**src/rtl/sdram_arb_pkg.sv**
```systemverilog
// Shared types and constants for the two-requester SDRAM read arbiter.
// Requester ids double as read tags, so a tag is a single bit.
package sdram_arb_pkg;

    typedef enum logic [0:0] {
        IDLE  = 1'b0,
        ISSUE = 1'b1
    } arb_state_e;

    localparam logic RQ_SCAN = 1'b0;
    localparam logic RQ_DBG  = 1'b1;
    localparam int   TAG_W   = 1;

    function automatic logic [1:0] tag_onehot(input logic tag);
        return tag ? 2'b10 : 2'b01;
    endfunction

endpackage

```
**src/rtl/rd_tag_fifo.sv**
```systemverilog
// Synchronous tag FIFO remembering which requester owns each outstanding read.
// Push on a full FIFO is only honoured when a pop happens in the same cycle.
module rd_tag_fifo
    import sdram_arb_pkg::*;
#(
    parameter  int DEPTH = 4,
    localparam int PTR_W = $clog2(DEPTH),
    localparam int CNT_W = PTR_W + 1
) (
    input  logic             clk,
    input  logic             reset_n,
    input  logic             push,
    input  logic             pop,
    input  logic [TAG_W-1:0] din,
    output logic [TAG_W-1:0] dout,
    output logic [CNT_W-1:0] count,
    output logic             full,
    output logic             empty
);

    logic [TAG_W-1:0] mem_q [DEPTH];
    logic [PTR_W-1:0] wr_ptr_q;
    logic [PTR_W-1:0] rd_ptr_q;
    logic [CNT_W-1:0] count_q;
    logic             do_push_s;
    logic             do_pop_s;

    assign full      = (count_q == CNT_W'(DEPTH));
    assign empty     = (count_q == CNT_W'(0));
    assign do_pop_s  = pop && !empty;
    assign do_push_s = push && (!full || do_pop_s);
    assign dout      = mem_q[rd_ptr_q];
    assign count     = count_q;

    // Storage, pointers (power-of-2 depth, so they wrap naturally) and occupancy
    always_ff @(posedge clk or negedge reset_n) begin
        if (!reset_n) begin
            for (int i = 0; i < DEPTH; i++) begin
                mem_q[i] <= '0;
            end
            wr_ptr_q <= '0;
            rd_ptr_q <= '0;
            count_q  <= '0;
        end else begin
            if (do_push_s) begin
                mem_q[wr_ptr_q] <= din;
                wr_ptr_q        <= wr_ptr_q + PTR_W'(1);
            end
            if (do_pop_s) begin
                rd_ptr_q <= rd_ptr_q + PTR_W'(1);
            end
            case ({do_push_s, do_pop_s})
                2'b10:   count_q <= count_q + CNT_W'(1);
                2'b01:   count_q <= count_q - CNT_W'(1);
                default: count_q <= count_q;
            endcase
        end
    end

endmodule

```
**src/rtl/sdram_rd_arbiter.sv**
```systemverilog
// Round-robin arbiter sharing one Avalon-MM read master between the scan
// master and the debug reader; returned data is routed back by queued tag.
module sdram_rd_arbiter
    import sdram_arb_pkg::*;
#(
    parameter  int ADDR_W   = 32,
    parameter  int DATA_W   = 32,
    parameter  int MAX_PEND = 4,
    localparam int CNT_W    = $clog2(MAX_PEND) + 1
) (
    input  logic                clk,
    input  logic                reset_n,
    input  logic [1:0]          rq_read,
    input  logic [2*ADDR_W-1:0] rq_address,
    output logic [1:0]          rq_waitrequest,
    output logic [DATA_W-1:0]   rq_readdata,
    output logic [1:0]          rq_readdatavalid,
    output logic                avm_read,
    output logic [ADDR_W-1:0]   avm_address,
    input  logic                avm_waitrequest,
    input  logic [DATA_W-1:0]   avm_readdata,
    input  logic                avm_readdatavalid,
    output logic [CNT_W-1:0]    pend_count,
    output logic                err_unexpected
);

    arb_state_e       state_q, state_d;
    logic             owner_q, owner_d;
    logic             rr_ptr_q, rr_ptr_d;
    logic             err_q, err_d;
    logic             fifo_push_s;
    logic             fifo_pop_s;
    logic [TAG_W-1:0] fifo_dout_s;
    logic             fifo_full_s;
    logic             fifo_empty_s;

    rd_tag_fifo #(
        .DEPTH (MAX_PEND)
    ) u_tag_fifo (
        .clk     (clk),
        .reset_n (reset_n),
        .push    (fifo_push_s),
        .pop     (fifo_pop_s),
        .din     (owner_q),
        .dout    (fifo_dout_s),
        .count   (pend_count),
        .full    (fifo_full_s),
        .empty   (fifo_empty_s)
    );

    assign rq_readdata    = avm_readdata;
    assign err_unexpected = err_q;

    // Arbitration and issue FSM; the accept handshake is combinational
    always_comb begin
        state_d        = state_q;
        owner_d        = owner_q;
        rr_ptr_d       = rr_ptr_q;
        fifo_push_s    = 1'b0;
        avm_read       = 1'b0;
        avm_address    = '0;
        rq_waitrequest = 2'b11;
        case (state_q)
            IDLE: begin
                if ((rq_read != 2'b00) && !fifo_full_s) begin
                    if (rq_read == 2'b11) begin
                        owner_d = rr_ptr_q;
                    end else begin
                        owner_d = rq_read[RQ_DBG] ? RQ_DBG : RQ_SCAN;
                    end
                    state_d = ISSUE;
                end else begin
                    state_d = IDLE;
                end
            end
            ISSUE: begin
                avm_read = 1'b1;
                if (owner_q == RQ_DBG) begin
                    avm_address = rq_address[2*ADDR_W-1:ADDR_W];
                end else begin
                    avm_address = rq_address[ADDR_W-1:0];
                end
                if (!avm_waitrequest) begin
                    rq_waitrequest = ~tag_onehot(owner_q);
                    fifo_push_s    = 1'b1;
                    rr_ptr_d       = ~owner_q;
                    state_d        = IDLE;
                end else begin
                    state_d = ISSUE;
                end
            end
            default: begin
                state_d = IDLE;
            end
        endcase
    end

    // Return path: route data by the oldest tag, flag data nobody asked for
    always_comb begin
        fifo_pop_s       = 1'b0;
        rq_readdatavalid = 2'b00;
        err_d            = err_q;
        if (avm_readdatavalid) begin
            if (!fifo_empty_s) begin
                fifo_pop_s       = 1'b1;
                rq_readdatavalid = tag_onehot(fifo_dout_s);
            end else begin
                err_d = 1'b1;
            end
        end else begin
            err_d = err_q;
        end
    end

    // State, ownership, round-robin pointer and sticky error registers
    always_ff @(posedge clk or negedge reset_n) begin
        if (!reset_n) begin
            state_q  <= IDLE;
            owner_q  <= RQ_SCAN;
            rr_ptr_q <= RQ_SCAN;
            err_q    <= 1'b0;
        end else begin
            state_q  <= state_d;
            owner_q  <= owner_d;
            rr_ptr_q <= rr_ptr_d;
            err_q    <= err_d;
        end
    end

endmodule

```
**config.mk**
```make
export PLATFORM = sky130hd
export DESIGN_NAME = sdram_rd_arbiter
export DESIGN_NICKNAME = d
export VERILOG_FILES = /design/src/rtl/sdram_arb_pkg.sv /design/src/rtl/rd_tag_fifo.sv /design/src/rtl/sdram_rd_arbiter.sv
export SDC_FILE = /design/constraint.sdc
export NUM_CORES = 1
export LEC_CHECK = 0
export CAP_MARGIN = 10
export CORE_UTILIZATION = 25
export DETAILED_ROUTE_END_ITERATION = 12
export PLACE_DENSITY = 0.78
export REMOVE_ABC_BUFFERS = 1
export SLEW_MARGIN = 25
export SYNTH_ARGS = -nofsm -noshare
export SYNTH_HDL_FRONTEND = slang
export SYNTH_SLANG_ARGS = --single-unit
```
**constraint.sdc**
```tcl
create_clock -name clk -period 2.1 [get_ports clk]
set_input_delay 0.63 -clock clk [delete_from_list [all_inputs] [get_ports clk]]
set_output_delay 0.63 -clock clk [all_outputs]
set_load 0.02 [all_outputs]
```
==> results.md <==
Clocking:
- Hold repair after CTS inserted 0 buffers.
- The clock latency on the worst-skew pair is 0.25 ns.
- CTS saw 15 sinks.
- The clock transition at the registers of the reported paths is 0.06 ns.
- TritonCTS built the clock tree.
- CTS built an H-tree with a depth of 1.
- The root buffer cell chosen for the clock tree is clkbuf_8.
- The buffer depth of the longest clock path is 2.
- The number of buffers added by the clock tree synthesis step is 3.

Global route:
- The remaining global-route overflow is 0.
- The global-route wire length before repair is 7.87 mm.
- The pin count of the biggest net entering global routing is 35.
- The via count of the first global-routing pass is 1346.
- Global routing used 16.8% of the available tracks across all layers.
- The number of antenna violations at the first check in global routing is 0.

Synthesis:
- The cell accounting for the most synthesized area is dfrtp_1.
- The unique cell type count in the Yosys netlist is 30.
- The cell area after technology mapping is 0.00152 sq mm.
- Each instance of the synthesized netlist takes up on average 8.99 sq um.
- Of the post-synthesis cell area, the dominant cell type holds 24.7%.
- The gate count of the mapped netlist is 169.
- By area the synthesized netlist is led by dfrtp_1, mux2i_1, buf_4.
- Yosys printed 0 warnings.
- The synthesized design contains 15 register bits.
- The sequential share of the synthesized area is 24.7%.

Timing:
- Setup repair after global routing could not meet its margin everywhere.
- The setup violation total in the final timing report is 0.
- The clock arrives with 0.00574 ns of skew.
- The worst setup margin is 0.0219 ns.
- The maximum achievable frequency is 481 MHz.
- The number of max-slew violations in the final report is 0.
- Headroom to the max-slew limit came out at 72.8%.
- The period utilization is 99.0%.
- The final critical-path required period is 2.08 ns.
- The final hold violation count was 0.
- The slew at the pin with the worst max-slew slack is 0.407 ns.
- Hold is met by 0.465 ns.

Detailed routing:
- The number of nets still failing antenna checks after routing is 0.
- In this run, the number of DRC markers left after iteration 0 of detailed routing was 47.
- Summed over all layers, the routed wires come to 5.90 mm.
- In the final routed layout, each cell accounts on average for 17.2 um.
- The DRC violations left is 0.
- The via count normalized by instance count is 4.48.
- The total number of vias is 1535.
- The number of search-and-repair iterations in the first detailed-routing pass is 7.

Outcome:
- The flow ran to the end, and the final reports show no timing, DRC or antenna violations.

Power:
- The total power per unit cell area is 1300 mW/mm^2.
- Summed over all cells, the static leakage comes to 1.30 nW.
- Across the VDD grid, the largest voltage drop is 0.535 mV.

Setup path:
- The worst register-to-register path has a depth of 10.
- In this design, the largest share of critical-path delay is due to buffers and inverters.
- The kind of capture point of the worst setup path is a primary output.
- On the worst path, the slowest cell contributes a delay of 0.60 ns.
- Of all nets on the critical path, the largest fanout is 3.
- The reg-to-reg critical path startpoint is u_tag_fifo.count[1]$_DFFE_PN0P_.
- The startpoint of the most critical setup path is u_tag_fifo.count[1]$_DFFE_PN0P_.
- For this design, the slowest cell found on the critical path is clkdlybuf4s50_1.
- The worst setup path is launched from a register.
- The number of buffer and inverter instances along the worst setup path is 3.
- In this run the worst setup path terminates at pend_count[1].
- STA puts the critical path data required time at 1.47 ns.
- The worst setup slack for register-to-register paths is 0.06 ns.
- Data on the critical path arrives at its endpoint at 1.45 ns.
- The critical path is of the reg -> out type.
- The signal on the critical path passes through buf_6 -> buf_4 -> clkdlybuf4s50_1.
- The critical path crosses 3 cells after its start point.
- The reg-to-reg endpoint is u_tag_fifo.count[2]$_DFFE_PN0P_.

Die:
- The boundary pin count is 175.
- The initial utilization of the core area, before any placement, comes to 25.8%.
- The core area is 0.00589 sq mm.
- The area of the die is 0.00639 sq mm.
- The die width is 79.9 um.
- The floorplan has 28 rows.
- The floorplan step set the die height to 79.9 um.

Placed design:
- In this run the tool buffered the top-level ports with 110 buffer cells.
- The instance count after placement with tap cells included is 331.
- Timing analysis after detailed placement gives a worst setup slack of -0.596 ns.
- The HPWL after detailed placement is 4.54 mm.
- The routability congestion estimate is 0.721.

Hold path:
- The min-delay analysis places its worst path in the category reg -> reg.

Cells and area:
- Of the cells placed in the final design, the portion with a size suffix greater than 1 is 28.7%.
- The repair_antennas step left the layout with diodes totalling 0.
- The final instance count without filler cells is 343.
- The layout net count is 377.
- Relative to the synthesized area, the layout overhead comes to 72.6%.

Run:
- The max-capacitance violation count is 0.
==> through the flow <==
step                      total power [mW]  util (%)  instance area, sq um  TNS (ns)
after global routing                  3.64      44.5                  2620   -0.0884
after global placement                3.20      44.2                  2600    -14.98
after floorplan                       1.98         -                  1250    -11.15
after detailed placement              3.24      44.2                  2600    -15.31
final                                 3.41      44.5                  2620         0
after CTS                             3.27      42.8                  2520   -0.0304
==> flip-flops by register name, summed over array words and instances (netlist names) <==
name	count
err_unexpected	1
owner_q	1
rr_ptr_q	1
state_q	1
u_tag_fifo.count	3
u_tag_fifo.mem_q	4
u_tag_fifo.rd_ptr_q	2
u_tag_fifo.wr_ptr_q	2
==> metal layers <==
layer / vias to the layer above / GRT usage [%] / part of all wire (%)
li1: 730 / - / -
met1: 708 / 20.9 / 40
met2: 79 / 23.2 / 46
met3: 14 / 10.3 / 12
met4: 4 / 3.75 / 0.71
met5: - / 11.8 / 1.3
==> cell usage in the layout, fill, tap and decap left out, types with 2 or more instances in the layout <==
| cell | count |
|---|---|
| clkdlybuf4s50_1 | 67 |
| mux2i_1 | 33 |
| nor2_1 | 33 |
| buf_4 | 28 |
| buf_2 | 22 |
| dfrtp_1 | 14 |
| buf_6 | 7 |
| inv_1 | 5 |
| dlymetal6s2s_1 | 5 |
| nor3b_1 | 4 |
| mux2_1 | 4 |
| nand2_1 | 4 |
| ha_1 | 4 |
| xor2_1 | 3 |
| xnor2_1 | 3 |
| clkbuf_8 | 3 |
| buf_12 | 3 |
| a31oi_1 | 2 |
==> cells in the mapped netlist <==
master	instances
clkbuf_1	4
nor3_1	1
buf_2	2
a31oi_1	2
and2_1	2
mux2_4	1
nor2_2	1
clkinv_1	1
nor4b_4	1
nor2b_1	1
buf_4	33
mux2i_1	33
or2_2	2
dfrtp_1	15
a21o_1	1
xnor2_1	3
o31a_2	1
xor2_1	3
fa_1	1
nor2_1	33
inv_1	6
nand2b_1	1
ha_1	5
or3b_1	1
nand3b_1	1
mux4_2	1
nand2_1	4
a22o_1	1
mux2_1	4
nor3b_1	4
==> cells by family after synthesis <==
family	after synthesis	share of synthesized area, %
xor+xnor	6	3.46
mux	39	27.2
compound gates	5	2.55
fa+ha+maj	6	5.44
flops	15	24.7
buf+inv	46	19.7
simple gates	52	17.0
==> power by group <==
| group | internal, mW | leakage, nW | switching [mW] |
|---|---|---|---|
| combinational | 1.29 | 1.10 | 1.32 |
| sequential | 0.446 | 0.174 | 0.116 |
| clock | 0.131 | 0.0255 | 0.104 |
==> worst min-delay path by stage <==
stage	from	end	depth (start not counted)	slack (ns)
finish	err_unexpected$_DFFE_PN0P_	err_unexpected$_DFFE_PN0P_	1	0.46
global route	err_unexpected$_DFFE_PN0P_	err_unexpected$_DFFE_PN0P_	1	0.49
CTS	err_unexpected$_DFFE_PN0P_	err_unexpected$_DFFE_PN0P_	1	0.46
detailed placement	err_unexpected$_DFFE_PN0P_	err_unexpected$_DFFE_PN0P_	1	0.45
global placement	err_unexpected$_DFFE_PN0P_	err_unexpected$_DFFE_PN0P_	1	0.44
floorplan	reset_n	err_unexpected$_DFFE_PN0P_	0	0.33
==> worst register-to-register path, stage by stage (launching register included) <==
cell     delay, ns
dfrtp_1       0.39
buf_6         0.14
nor4b_4       0.36
nor2_4        0.06
inv_1         0.06
ha_2          0.18
inv_2         0.04
fa_2          0.33
xor2_1        0.16
nor2_1        0.11
xor2_1        0.15
==> area by class of cell <==
class / count / area [sq um]
Clock buffer: 3 / 41.3
Sequential cell: 15 / 377
Clock inverter: 1 / 5.00
Fill cell: 567 / 3260
Tap cell: 75 / 93.8
Multi-Input combinational cell: 108 / 867
Inverter: 7 / 26.3
Timing Repair Buffer: 134 / 1210
==> what timing repair did <==
| item | 4_1_cts | 5_1_grt |
|---|---|---|
| pin swaps | 6 | 10 |
| setup endpoints to repair | 38 | 13 |
| buffers inserted | 3 | 5 |
| resized for setup | 156 | 23 |
(Power assumes the default switching activity.)
